**src/rtl/fft_agu_pipe.sv**
```systemverilog
// Radix-2 in-place FFT address generator: per-butterfly read addresses, ping-pong banks and a
// stall-aware write-back pipeline. Define FFT_AGU_INVERSE_EN to latch 'inverse' and drive tw_conj.
module fft_agu_pipe #(
   parameter int LOG2N    = 9,
   parameter int PIPE_LAT = 4
) (
   input  logic                       clk,
   input  logic                       reset,
   input  logic                       start,
   input  logic                       inverse,
   input  logic                       stall,
   output logic [LOG2N-1:0]           rd_addr_a,
   output logic [LOG2N-1:0]           rd_addr_b,
   output logic [LOG2N-2:0]           tw_addr,
   output logic                       rd_valid,
   output logic                       rd_bank,
   output logic [LOG2N-1:0]           wr_addr_a,
   output logic [LOG2N-1:0]           wr_addr_b,
   output logic                       wr_en0,
   output logic                       wr_en1,
   output logic [$clog2(LOG2N+1)-1:0] stage,
   output logic                       busy,
   output logic                       done,
   output logic                       tw_conj
);

   localparam int SW = $clog2(LOG2N+1);
   localparam int JW = LOG2N-1;

   typedef enum logic [1:0] {IDLE, RUN, DRAIN, DONE} state_t;

   state_t          state, state_nxt;
   logic [JW-1:0]   j, j_nxt;
   logic [SW-1:0]   stage_q, stage_nxt;
   logic            in_run;
   logic            inflight;

   logic [LOG2N-1:0] addr_a_p0, addr_b_p0;
   logic [JW-1:0]    tw_p0;
   logic             vld_p0;

   logic             vld_p    [PIPE_LAT];
   logic [LOG2N-1:0] addr_a_p [PIPE_LAT];
   logic [LOG2N-1:0] addr_b_p [PIPE_LAT];
   logic             bank_p   [PIPE_LAT];

   function automatic logic [LOG2N-1:0] rotl(input logic [LOG2N-1:0] v, input logic [SW-1:0] s);
      return (v << s) | (v >> (SW'(LOG2N) - s));
   endfunction

   // Keep only the j bits above the butterfly span of this stage; stage 0 clears everything.
   function automatic logic [JW-1:0] tw_mask(input logic [JW-1:0] jj, input logic [SW-1:0] s);
      logic [SW-1:0] sh;
      logic [JW-1:0] low;
      sh  = SW'(LOG2N-1) - s;
      low = (JW'(1) << sh) - JW'(1);
      return jj & ~low;
   endfunction

   always_ff @(posedge clk) begin
      if (!reset) begin
         state   <= IDLE;
         j       <= '0;
         stage_q <= '0;
      end else begin
         state   <= state_nxt;
         j       <= j_nxt;
         stage_q <= stage_nxt;
      end
   end

   always_comb begin
      state_nxt = state;
      j_nxt     = j;
      stage_nxt = stage_q;
      case (state)
         IDLE: begin
            if (start) begin
               state_nxt = RUN;
               j_nxt     = '0;
               stage_nxt = '0;
            end
         end
         RUN: begin
            if (!stall) begin
               j_nxt = j + 1'b1;
               if (j == {JW{1'b1}}) state_nxt = DRAIN;
            end
         end
         DRAIN: begin
            if (!stall && !inflight) begin
               if (stage_q == SW'(LOG2N-1)) begin
                  state_nxt = DONE;
               end else begin
                  stage_nxt = stage_q + 1'b1;
                  j_nxt     = '0;
                  state_nxt = RUN;
               end
            end
         end
         DONE:    state_nxt = IDLE;
         default: state_nxt = IDLE;
      endcase
   end

   // Issue stage (p0): addresses are a pure function of j and stage.
   assign in_run    = (state == RUN);
   assign vld_p0    = in_run & ~stall;
   assign addr_a_p0 = rotl({j, 1'b0}, stage_q);
   assign addr_b_p0 = rotl({j, 1'b1}, stage_q);
   assign tw_p0     = tw_mask(j, stage_q);

   assign rd_valid  = vld_p0;
   assign rd_addr_a = in_run ? addr_a_p0 : '0;
   assign rd_addr_b = in_run ? addr_b_p0 : '0;
   assign tw_addr   = in_run ? tw_p0 : '0;
   assign rd_bank   = stage_q[0];
   assign stage     = stage_q;
   assign busy      = (state == RUN) | (state == DRAIN);
   assign done      = (state == DONE);

   // Write-back stages p0..p(PIPE_LAT-1): frozen as a whole while stalled.
   always_ff @(posedge clk) begin
      if (!reset) begin
         for (int i = 0; i < PIPE_LAT; i++) begin
            vld_p[i]    <= 1'b0;
            addr_a_p[i] <= '0;
            addr_b_p[i] <= '0;
            bank_p[i]   <= 1'b0;
         end
      end else if (!stall) begin
         vld_p[0]    <= vld_p0;
         addr_a_p[0] <= addr_a_p0;
         addr_b_p[0] <= addr_b_p0;
         bank_p[0]   <= stage_q[0];
         for (int i = 1; i < PIPE_LAT; i++) begin
            vld_p[i]    <= vld_p[i-1];
            addr_a_p[i] <= addr_a_p[i-1];
            addr_b_p[i] <= addr_b_p[i-1];
            bank_p[i]   <= bank_p[i-1];
         end
      end
   end

   // The output slot drains in the same cycle DRAIN exits, so only earlier slots count.
   always_comb begin
      inflight = 1'b0;
      for (int i = 0; i < PIPE_LAT-1; i++) inflight = inflight | vld_p[i];
   end

   assign wr_addr_a = addr_a_p[PIPE_LAT-1];
   assign wr_addr_b = addr_b_p[PIPE_LAT-1];
   assign wr_en0    = vld_p[PIPE_LAT-1] &  bank_p[PIPE_LAT-1] & ~stall;
   assign wr_en1    = vld_p[PIPE_LAT-1] & ~bank_p[PIPE_LAT-1] & ~stall;

`ifdef FFT_AGU_INVERSE_EN
   logic inv_q;

   always_ff @(posedge clk) begin
      if (!reset)                    inv_q <= 1'b0;
      else if (state == IDLE && start) inv_q <= inverse;
   end

   assign tw_conj = inv_q & busy;
`else
   logic unused_inverse;
   assign unused_inverse = inverse;
   assign tw_conj        = 1'b0;
`endif

endmodule

```
**config.mk**
```make
export PLATFORM = sky130hd
export DESIGN_NAME = fft_agu_pipe
export DESIGN_NICKNAME = d
export VERILOG_FILES = /design/src/rtl/fft_agu_pipe.sv
export SDC_FILE = /design/constraint.sdc
export NUM_CORES = 1
export LEC_CHECK = 0
export BUFFER_PORTS_ARGS = -buffer_cell sky130_fd_sc_hd__buf_2
export CAP_MARGIN = 20
export CORE_MARGIN = 2
export CORE_UTILIZATION = 58
export DETAILED_ROUTE_END_ITERATION = 12
export PLACE_DENSITY = 0.87
export RECOVER_POWER = 50
export SYNTH_ARGS = -nofsm -noshare
export SYNTH_HDL_FRONTEND = slang
export SYNTH_SLANG_ARGS = --single-unit
```
**constraint.sdc**
```tcl
create_clock -name clk -period 4.6 [get_ports clk]
set_input_delay 0.92 -clock clk [delete_from_list [all_inputs] [get_ports clk]]
set_output_delay 0.92 -clock clk [all_outputs]
set_load 0.05 [all_outputs]
```
# Yosys cells after proc, flatten, opt, wreduce, memory -nomap -nowiden
# Memory sizes are Yosys's and may differ from the RTL's.
# Index checks and enable logic that the tools add are counted.
[word_totals]
wordCells = 104
out_inout_bits = 55
inputBits = 5
mem_count = 4
mem_bits_rw = 80
regBits = 14
[op_classes]
bitwise_logic = 30
n_eq_ne = 10
mux = 38
shift = 5
add_sub_neg = 5
n_reduce_logical = 9
[mem_list]
columns = ["memory", "depth", "width", "read_ports", "rd_clocked_by_memory_dff", "write_ports", "line_no", "rtl"]
rows = [
  ["addr_a_p", 4, 9, 4, 0, 4, "43", "logic [LOG2N-1:0] addr_a_p [PIPE_LAT];"],
  ["addr_b_p", 4, 9, 4, 0, 4, "44", "logic [LOG2N-1:0] addr_b_p [PIPE_LAT];"],
  ["bank_p", 4, 1, 4, 0, 4, "45", "logic bank_p [PIPE_LAT];"],
  ["vld_p", 4, 1, 4, 0, 4, "42", "logic vld_p [PIPE_LAT];"],
]
[op_table]
columns = ["cell", "n"]
rows = [
  ["9-bit 2-to-1 mux", 10],
  ["8-bit 2-to-1 mux", 5],
  ["8-bit case mux with 3 select lines", 1],
  ["1-bit bitwise OR", 19],
  ["9-bit bitwise OR", 2],
  ["9-bit by 4-bit left shift with 9-bit output", 2],
  ["9-bit by 4-bit >> shifter with 9-bit output", 2],
  ["1-bit 2-to-1 mux", 12],
  ["4-bit 2-to-1 mux", 3],
  ["2-bit 2-to-1 mux", 5],
  ["8-bit by 1-bit adder with 8-bit output, second input constant", 1],
  ["8-bit bitwise AND", 1],
  ["8-bit equality test, second input constant", 1],
  ["2-bit != test, second input constant", 4],
  ["8-bit NOT", 1],
  ["2-bit case mux with 4 select lines", 1],
  ["4-bit case mux with 2 select lines", 1],
  ["4-bit AND reduction", 2],
  ["1-bit by 4-bit left shift with 8-bit output, first input constant", 1],
  ["4-bit subtractor, first input constant", 2],
  ["8-bit by 2-bit subtractor with 8-bit output, second input constant", 1],
  ["1-bit bitwise AND", 5],
  ["5-bit AND reduction", 1],
  ["4-bit by 1-bit adder with 4-bit output, second input constant", 1],
  ["other kinds (10)", 13],
]

# Depth between registers and ports, before layout
# Gate-level depths: netlist of the first run.
# An unclocked memory read counts as a cell.
[depth]
depth_word = 7
depth_mapped = 14
mapped_depth_nobuf = 11

# Worst setup path after synthesis of the first run
# No wires, ideal clock.
[synth_path]
path_type = "flip-flop to output port"
startpoint = "register stage_q[1] (netlist: stage[1])"
endpoint = "output tw_addr[4]"
setup_slack_ns = -0.674
t_arrival_ns = 4.354
t_required_ns = 3.680
path_buffers = 3
path_stages_with_launch = 15
path_cell_list = "dfxtp_1 -> buf_2 -> buf_4 -> buf_2 -> inv_1 -> ha_1 -> nor2b_1 -> xnor2_1 -> and2_1 -> nand2_1 -> ha_1 -> inv_1 -> nor2_1 -> a21o_1 -> a221oi_1"
[synth_between]
elab_chain_cells = 6
[synth_lines]
columns = ["element", "line_no", "rtl"]
rows = [
  ["from (decl)", "34", "logic [SW-1:0] stage_q, stage_nxt;"],
  ["from (signal assigned)", "68", "stage_q <= stage_nxt;"],
  ["4-bit subtractor", "55", "sh = SW'(LOG2N-1) - s;"],
  ["1-bit by 4-bit left shift with 8-bit output", "56", "low = (JW'(1) << sh) - JW'(1);"],
  ["8-bit by 2-bit subtractor with 8-bit output", "56", ""],
  ["8-bit NOT", "57", "return jj & ~low;"],
  ["8-bit bitwise AND", "57", ""],
  ["8-bit 2-to-1 mux", "116", "assign tw_addr = in_run ? tw_p0 : '0;"],
  ["to (decl)", "14", "output logic [LOG2N-2:0] tw_addr,"],
]
# No other way between the ends.

# Worst setup path after layout of the first run
[layout_path]
startpoint = "register stage_q[2] (netlist: stage[2])"
endpoint = "output tw_addr[6]"
# Same word-level chain as after synthesis.

==> flow_metrics.py, run 1 <==
metrics = {
    "cts": {
        "cts_tree": "done",
        "hold_buffers": 0,
        "htree_levels": 3,
        "cts_buffers": 9,
        "post_cts_resized": 0,
        "clock_sinks": 94,
        "clock_latency_ns": 0.37,
        "cts_buffer_depth": 2,
        "post-cts-setup-buffer-count": 0,
        "cts_root_buf": "clkbuf_8",
        "clkTransAtPathRegs_ns": 0.10,
    },
    "status": {
        "outcome": "finished, violations left",
        "violations": "max-capacitance violations, max-slew violations",
    },
    "drt": {
        "route.vias.total": 3412,
        "drt-total-wl_um": 9570,
        "drtAntennaViolNets": 0,
        "drc": 0,
        "wl_per_cell_um": 16.4,
        "drtIter0Drc": 237,
        "drt_first_pass_iters": 4,
        "routed_via_density": 5.83,
    },
    "worst_setup_path": {
        "crit_path_top_delay_cell": "o311a_1",
        "end_kind": "primary output",
        "crit_path_start_kind": "flop",
        "crit_path_max_incr_delay_ns": 0.40,
        "crit_family": "buffers and inverters",
        "crit_buf_inv": 4,
        "critPathKind": "flop to primary output",
        "critPathArrivalTime_ns": 3.39,
        "cp.required_ns": 3.68,
        "path_max_fanout": 8,
        "worstPathCellList": "inv_1 -> ha_1 -> nor2b_1 -> xnor2_1 -> buf_4 -> and2_1 -> nand2_1 -> ha_1 -> inv_1 -> o311a_1 -> a221oi_4 -> buf_2",
    },
    "timing": {
        "slew_headroom_pct": -22.7,
        "fmax_ghz": 0.232,
        "fin_crit_sh_pct": 93.7,
        "maxSlewViolCount": 142,
        "setup_tns_ns": 0,
        "finalHoldViolCount": 0,
        "clock_skew_ns": 0.0122,
        "fin_crit_ns": 4.31,
        "worst_pin_slew_ns": 1.84,
        "rsz0062_at_grt": "false",
        "setup_violations": 0,
    },
    "pwr": {
        "p_sw_share_pct": 31.3,
        "ir_worst_vdd_v": 0.000233,
        "power.leakage_nw": 2.04,
        "pwr-share-comb_pct": 19.3,
        "power_density_nw_per_um2": 353,
        "seqPwrFrac_pct": 51.0,
        "p_int_w": 0.00134,
        "power.total_w": 0.00194,
        "pwr-share-clk_pct": 29.7,
        "power.net_switching_w": 0.000610,
    },
    "final_layout": {
        "fill_cells": 614,
        "area_growth_pct": 10.2,
        "layout.nets": 495,
        "seq_area_um2": 2650,
        "multi_input_area_um2": 2200,
        "drive_gt1_share_pct": 16.3,
        "design_area_um2": 5520,
        "diodes": 0,
    },
    "floorplanning": {
        "start_util_pct": 60.3,
        "io_pins": 60,
        "rows": 33,
        "die_w_um": 96.9,
        "coreArea_um2": 8300,
        "die_y_um": 96.9,
        "die_area_um2": 9390,
    },
    "synthesis": {
        "ys_types": 58,
        "synthTopCellsByArea": "edfxtp_1, and2_1, dfxtp_1, mux4_2, ha_1",
        "synth-seq-cells": 94,
        "synth_warnings": 0,
        "synth_ff_type": "edfxtp_1",
        "synth_top_area_cell": "edfxtp_1",
        "async_reset_ff_share_pct": 0,
        "muxShareOfSynthArea_pct": 7.75,
        "synth_top_family_by_area": "simple AND/OR/NAND/NOR gates",
        "synth_top_area_share_pct": 46.2,
        "synthAdderAreaFrac_pct": 3.75,
        "yosysSeqAreaShare_pct": 53.0,
        "synth_common_cells": "edfxtp_1, and2_1, nor2_1",
        "synth.avg_cell_area_um2": 11.6,
        "synthXorXnorAreaFrac_pct": 1.23,
        "synth-edff-count": 77,
        "synth_cells": 432,
        "synth_compound_area_share_pct": 9.65,
        "syn_area_um2": 5000,
        "syn_nets": 452,
        "post-synth-top-count-cell": "edfxtp_1",
        "yosys.area_share.simple_pct": 21.1,
    },
    "min_path": {
        "min_path_type": "flop to flop",
    },
    "place": {
        "portBuffers": 57,
        "hpwl_um": 6500,
        "place_congestion": 0.889,
        "dpl_cell_area_um2": 5360,
    },
    "global_routing": {
        "grt_pass1_wl_um": 16000,
        "antenna_found_initial": 0,
        "use_met1_pct": 25.7,
        "global_route.usage.met3_pct": 3.40,
        "use_met2_pct": 36.4,
        "top_usage_layer": "met2",
        "grt_use_total_pct": 21.0,
        "grt_start_max_net_pins": 78,
        "grt_pass1_vias": 3235,
        "overflow": 0,
    },
    "run": {
        "max_cap_viol_count": 2,
    },
}
## worst reg2reg max path, delay by kind of cell (launching register included)
family / cells / cell delay [ns]
AO/OA/AOI/OAI: 2 / 1.25
AND/OR/NAND/NOR: 2 / 1.02
flip-flops: 1 / 0.41
## area by class of cell
| cell class | instances | share of cell area (%) |
|---|---|---|
| Clock buffer | 9 | 2.25 |
| Clock inverter | 7 | 1.45 |
| Inverter | 9 | 0.613 |
| Multi-Input combinational cell | 299 | 39.9 |
| Sequential cell | 94 | 48.1 |
| Tap cell | 105 | 2.38 |
| Timing Repair Buffer | 62 | 5.31 |
## per-stage QoR
| step | util [%] | setup slack, ns | hold WS (ns) | std cells |
|---|---|---|---|---|
| 6_report | 66.5 | 0.290 | 0.522 | 585 |
| 5_1_grt | 66.5 | 0.127 | 0.546 | 585 |
| 4_1_cts | 67.0 | 0.292 | 0.523 | 585 |
| 3_5_place_dp | 64.6 | 0.774 | 0.501 | 569 |
| 3_3_place_gp | 64.6 | 0.867 | 0.492 | 569 |
| 2_1_floorplan | - | 0.0303 | 0.477 | 432 |
## power groups by stage
stage	logic, W	clock network [W]	registers (W)
2_1_floorplan	0.000280	0	0.00104
3_3_place_gp	0.000368	0	0.00101
3_5_place_dp	0.000381	0	0.00101
4_1_cts	0.000382	0.000578	0.000993
5_1_grt	0.000409	0.000614	0.000999
6_report	0.000375	0.000577	0.000993
## final timing paths
check | from | to | slack (ns) | cells after the start
worst min register to register | bank_p[0]$_DFF_P_ | bank_p[1]$_DFF_P_ | 0.52 | 2
worst max register to register | vld_p[0][2]$_SDFFCE_PN0P_ | j[5]$_SDFFE_PN0P_ | 1.86 | 4
worst max-delay path | stage[2]$_SDFFE_PN0P_ | tw_addr[6] | 0.29 | 12
worst min-delay path | bank_p[0]$_DFF_P_ | bank_p[1]$_DFF_P_ | 0.52 | 2
## cells in the final DEF, fill, tap and decap left out, types with 4 or more instances in the layout
| cell type | n |
|---|---|
| edfxtp_1 | 77 |
| and2_0 | 44 |
| buf_2 | 38 |
| and2_1 | 25 |
| nor2_1 | 25 |
| nand2_1 | 20 |
| clkbuf_1 | 20 |
| nor2b_1 | 17 |
| dfxtp_1 | 16 |
| ha_1 | 15 |
| mux2i_1 | 14 |
| a21oi_1 | 13 |
| o21ai_0 | 12 |
| mux4_2 | 10 |
| clkbuf_8 | 9 |
| inv_1 | 8 |
| nand3_1 | 8 |
| nand2b_1 | 6 |
| o31ai_1 | 6 |
| and3_1 | 5 |
| a21boi_0 | 5 |
| xnor2_1 | 4 |
| nand4_1 | 4 |
| o21a_1 | 4 |
| or4_1 | 4 |
## per-layer routing
| layer | vias up | wire, um |
|---|---|---|
| met5 | - | 0 |
| met1 | 1626 | 3910 |
| met2 | 108 | 5010 |
| li1 | 1655 | - |
| met4 | 0 | 221 |
| met3 | 23 | 429 |
## logic make-up (layout without fill, tap and decap cells)
logic type | after synthesis | in the layout
and+or+nand+nor | 181 | 181
DFF | 94 | 94
AOI/OAI and AO/OA | 69 | 69
buffers and inverters | 39 | 87
muxes | 26 | 26
adders and majority gates | 15 | 15
xor gates and xnor gates | 7 | 7
other | 1 | 1
## registers in the layout, indices dropped and copies added, names as in the netlist
| name | flops |
|---|---|
| addr_a_p | 36 |
| addr_b_p | 36 |
| bank_p | 4 |
| j | 8 |
| stage | 4 |
| state | 2 |
| vld_p | 4 |
Power figures use the tool's default switching activity.
==> run 2: changes to the inputs <==
- BUFFER_PORTS_ARGS: -buffer_cell sky130_fd_sc_hd__buf_2 -> not set
- CORE_UTILIZATION: 58 -> 64
- DONT_BUFFER_PORTS: not set -> 1
==> flow_metrics.py, run 2 (synthesized netlist as in run 1, its figures left out) <==
metrics = {
    "worst_setup_path": {
        "critPathKind": "flop to primary output",
        "crit_path_top_delay_cell": "buf_4",
        "crit_path_max_incr_delay_ns": 0.54,
        "cp.required_ns": 3.68,
        "crit_family": "buffers and inverters",
        "path_max_fanout": 33,
        "crit_buf_inv": 4,
        "end_kind": "primary output",
        "worstPathCellList": "buf_4 -> nor2b_1 -> xnor2_1 -> buf_4 -> and2_1 -> nand2_1 -> ha_1 -> inv_1 -> o311a_1 -> a221oi_4 -> buf_12",
        "crit_path_start_kind": "flop",
        "critPathMostFrequentCell": "buf_4",
        "critPathArrivalTime_ns": 3.25,
    },
    "floorplanning": {
        "rows": 32,
        "die_y_um": 92.4,
        "die_area_um2": 8540,
        "coreArea_um2": 7650,
        "io_pins": 60,
        "start_util_pct": 65.4,
        "die_w_um": 92.4,
    },
    "drt": {
        "route.vias.total": 3248,
        "drtIter0Drc": 269,
        "drc": 0,
        "routed_via_density": 5.94,
        "drt_first_pass_iters": 4,
        "wl_per_cell_um": 17.4,
        "drt-total-wl_um": 9500,
        "drtAntennaViolNets": 0,
    },
    "timing": {
        "setup_tns_ns": 0,
        "setup_slack_ns": 0.428,
        "setup_violations": 0,
        "finalHoldViolCount": 0,
        "fin_crit_ns": 4.17,
        "worst_pin_slew_ns": 1.95,
        "rsz0062_at_grt": "false",
        "maxSlewViolCount": 64,
        "clock_skew_ns": 0.00889,
        "fin_crit_sh_pct": 90.7,
        "fmax_ghz": 0.240,
        "slew_headroom_pct": -29.8,
    },
    "final_layout": {
        "diodes": 0,
        "seq_area_um2": 2660,
        "final_common_cell": "edfxtp_1",
        "multi_input_area_um2": 2220,
        "drive_gt1_share_pct": 14.2,
        "layout.nets": 460,
        "area_growth_pct": 8.77,
        "design_area_um2": 5440,
        "utilization_pct": 71.2,
        "final_cells": 547,
        "reg_top3": "addr_a_p x36, addr_b_p x36, j x8",
        "fill_cells": 526,
        "mostFrequentLayoutCells": "edfxtp_1, and2_0, and2_1, nor2_1, buf_4",
    },
    "global_routing": {
        "antenna_found_initial": 0,
        "grt_pass1_wl_um": 15900,
        "grt_start_max_net_pins": 64,
        "overflow": 0,
        "grt_use_total_pct": 24.0,
        "grt_pass1_vias": 3171,
    },
    "status": {
        "outcome": "finished, violations left",
        "violations": "max-capacitance violations, max-slew violations",
    },
    "pwr": {
        "ir_worst_vdd_v": 0.000429,
        "power.leakage_nw": 1.94,
        "power_density_nw_per_um2": 346,
    },
    "cts": {
        "hold_buffers": 0,
        "htree_levels": 3,
        "cts_tree": "done",
        "cts_root_buf": "clkbuf_8",
        "post_cts_resized": 0,
        "clkTransAtPathRegs_ns": 0.10,
        "clock_sinks": 94,
        "clock_latency_ns": 0.36,
        "post-cts-setup-buffer-count": 0,
        "cts_buffers": 9,
        "cts_buffer_depth": 2,
    },
    "run": {
        "max_cap_viol_count": 1,
    },
    "place": {
        "place_congestion": 0.874,
        "portBuffers": 0,
        "dpl.cell_count": 531,
        "dpl_cell_area_um2": 5270,
        "hpwl_um": 6380,
        "place_ws_ns": 0.850,
    },
    "min_path": {
        "min_path_type": "flop to flop",
    },
}
==> run 2: final timing paths <==
check | depth (start not counted) | to | startpoint | slack, ns
hold / removal | 1 | addr_b_p[3][7]$_SDFFCE_PN0P_ | addr_b_p[2][7]$_SDFFCE_PN0P_ | 0.53
hold reg to reg | 1 | addr_b_p[3][7]$_SDFFCE_PN0P_ | addr_b_p[2][7]$_SDFFCE_PN0P_ | 0.53
setup / recovery | 11 | tw_addr[6] | stage[0]$_SDFFE_PN0P_ | 0.43
setup reg to reg | 5 | addr_b_p[0][1]$_SDFFCE_PN0P_ | stage[0]$_SDFFE_PN0P_ | 2.15
==> run 2: cell type report <==
class                      count  area share, %
inverter                       9          0.621
timing repair buffer          27           4.05
sequential                    94           48.8
clock inverter                 7           1.15
tap                          102           2.34
clock buffer                   9           2.28
multi-input combinational    299           40.8
==> run 2: metal layers <==
layer / up-vias / part of all wire (%) / GRT usage, %
li1: 1586 / - / -
met2: 87 / 53 / 41.2
met4: 0 / 1.5 / 9.45
met3: 13 / 3.4 / 4.23
met5: - / 0 / 0
met1: 1562 / 42 / 30.3
==> run 2: power by group <==
part	switching [W]	internal, W
Sequential	0.0000602	0.000970
Combinational	0.000225	0.000104
Clock	0.000313	0.000210
==> run 2: metrics by stage <==
| stage | power [W] | hold slack, ns |
|---|---|---|
| 6_report | 0.00188 | 0.525 |
| 5_1_grt | 0.00196 | 0.539 |
| 4_1_cts | 0.00189 | 0.522 |
| 3_5_place_dp | 0.00138 | 0.503 |
| 3_3_place_gp | 0.00136 | 0.492 |
| 2_1_floorplan | 0.00132 | 0.477 |
==> run 3: changes to the inputs <==
--- a/config.mk
+++ b/config.mk
@@ -8,8 +8,8 @@
 export CAP_MARGIN = 20
 export CORE_MARGIN = 2
-export CORE_UTILIZATION = 64
+export CORE_UTILIZATION = 59
 export DETAILED_ROUTE_END_ITERATION = 12
 export DONT_BUFFER_PORTS = 1
-export PLACE_DENSITY = 0.87
+export PLACE_DENSITY = 0.82
 export RECOVER_POWER = 50
 export SYNTH_ARGS = -nofsm -noshare
==> constraint.sdc (replaced) <==
create_clock -name clk -period 4.6 [get_ports clk]
set_input_delay 0.46 -clock clk [delete_from_list [all_inputs] [get_ports clk]]
set_output_delay 0.46 -clock clk [all_outputs]
set_load 0.05 [all_outputs]
==> flow_metrics.py, run 3 (synthesized netlist as in run 1, its figures left out) <==
metrics = {
    "drt": {
        "route.vias.total": 3252,
        "drt-total-wl_um": 9350,
        "drc": 0,
        "wl_per_cell_um": 17.2,
        "drtIter0Drc": 177,
        "drt_first_pass_iters": 5,
        "routed_via_density": 5.99,
        "drtAntennaViolNets": 0,
    },
    "final_layout": {
        "diodes": 0,
        "final_common_cell": "edfxtp_1",
        "area_growth_pct": 6.92,
        "mostFrequentLayoutCells": "edfxtp_1, and2_0, and2_1, nor2_1, nand2_1",
        "design_area_um2": 5350,
        "drive_gt1_share_pct": 12.8,
        "layout.nets": 453,
        "reg_top3": "addr_a_p x36, addr_b_p x36, j x8",
        "fill_cells": 587,
    },
    "floorplanning": {
        "die_area_um2": 9240,
        "start_util_pct": 60.9,
        "coreArea_um2": 8220,
        "io_pins": 60,
        "rows": 33,
        "die_w_um": 96.1,
        "die_y_um": 96.1,
    },
    "place": {
        "place_congestion": 0.878,
        "portBuffers": 0,
        "dpl_cell_area_um2": 5180,
        "hpwl_um": 6260,
    },
    "global_routing": {
        "antenna_found_initial": 0,
        "grt_pass1_wl_um": 15100,
        "grt_use_total_pct": 21.6,
        "overflow": 0,
        "grt_pass1_vias": 2968,
        "grt_start_max_net_pins": 78,
    },
    "cts": {
        "clkTransAtPathRegs_ns": 0.11,
        "cts_buffers": 9,
        "htree_levels": 3,
        "cts_tree": "done",
        "clock_sinks": 94,
        "cts_buffer_depth": 2,
        "cts_root_buf": "clkbuf_8",
        "clock_latency_ns": 0.36,
    },
    "pwr": {
        "power_density_nw_per_um2": 350,
        "power.leakage_nw": 1.90,
        "ir_worst_vdd_v": 0.000164,
    },
    "min_path": {
        "min_path_type": "input pin to flop",
        "hold_path.startpoint": "reset",
    },
    "timing": {
        "setup_violations": 0,
        "slew_headroom_pct": -92.8,
        "finalHoldViolCount": 0,
        "fmax_ghz": 0.238,
        "maxSlewViolCount": 137,
        "rsz0062_at_grt": "false",
        "setup_tns_ns": 0,
        "fin_crit_ns": 4.20,
        "clock_skew_ns": 0.0157,
        "worst_pin_slew_ns": 2.89,
        "fin_crit_sh_pct": 91.4,
    },
    "status": {
        "outcome": "finished, violations left",
        "violations": "max-capacitance violations, max-slew violations",
    },
    "worst_setup_path": {
        "cp-startpoint": "stage[2]$_SDFFE_PN0P_",
        "r2r-start": "stage[2]$_SDFFE_PN0P_",
        "critPathArrivalTime_ns": 3.74,
        "critPathKind": "flop to primary output",
        "end_kind": "primary output",
        "cp.required_ns": 4.14,
        "crit_path_start_kind": "flop",
        "path_max_fanout": 8,
    },
    "run": {
        "max_cap_viol_count": 2,
    },
}
==> run 3: cell count changes in the layout (fill, tap and decap cells not counted), moves of 2 or more <==
cell,previous run,this run
and2_0,42,38
and2_1,27,31
buf_4,23,19
clkinvlp_4,0,3
a221oi_2,0,2
a221oi_4,2,0
buf_12,2,0
inv_6,3,1
==> run 3: critical path, stage by stage (launching register included) <==
cell and delay, ns:
dfxtp_1 0.75, inv_1 0.28, ha_1 0.33, nor2b_1 0.19
xnor2_2 0.25, and2_1 0.28, nand2_1 0.08, ha_1 0.24
inv_1 0.12, o311a_1 0.38, a221oi_2 0.24, buf_4 0.24
==> run 3: worst paths after layout <==
path / to / slack (ns) / depth (start not counted)
max: tw_addr[6] / 0.40 / 11
min: stage[1]$_SDFFE_PN0P_ / 0.22 / 1
min reg2reg: addr_b_p[2][2]$_SDFFCE_PN0P_ / 0.52 / 1
max reg2reg: addr_a_p[0][4]$_SDFFCE_PN0P_ / 1.60 / 6
==> run 3: final cells by class <==
cell class / instances / area (um2) / area share (%)
tap: 105 / 131 / 2.45
timing repair buffer: 20 / 146 / 2.74
sequential: 94 / 2660 / 49.6
clock buffer: 10 / 128 / 2.38
inverter: 9 / 33.8 / 0.631
clock inverter: 6 / 53.8 / 1.01
multi-input combinational: 299 / 2200 / 41.2
==> run 3: metrics by stage <==
stage	setup WS, ns	instances	total power (W)	utilization, %	hold WS, ns
4_1_cts	0.273	543	0.00187	65.2	0.213
3_5_place_dp	0.676	527	0.00138	63.0	0.502
6_report	0.396	543	0.00187	65.1	0.216
2_1_floorplan	0.171	432	0.00132	-	0.477
5_1_grt	0.166	543	0.00195	65.1	0.209
3_3_place_gp	0.818	527	0.00136	63.0	0.490
==> run 3: report_power, final <==
group / leakage (nW) / internal (W) / total [W] / switching (W)
Combinational: 0.822 / 0.000102 / 0.000326 / 0.000223
Sequential: 0.993 / 0.000973 / 0.00103 / 0.0000599
Clock: 0.0830 / 0.000206 / 0.000515 / 0.000309
==> run 3: per-layer routing <==
metal | track usage (%) | part of all wire [%]
met1 | 28.9 | 43
met3 | 3.52 | 4.3
met2 | 35.7 | 51
met5 | 0 | 0
met4 | 7.26 | 1.6
==> run 3: timing repair <==
item | in CTS | in global routing
hold buffers | 0 | 0
endpoints found under the setup margin | 0 | 1
buffers inserted | 0 | 0
gates resized for setup | 0 | 1
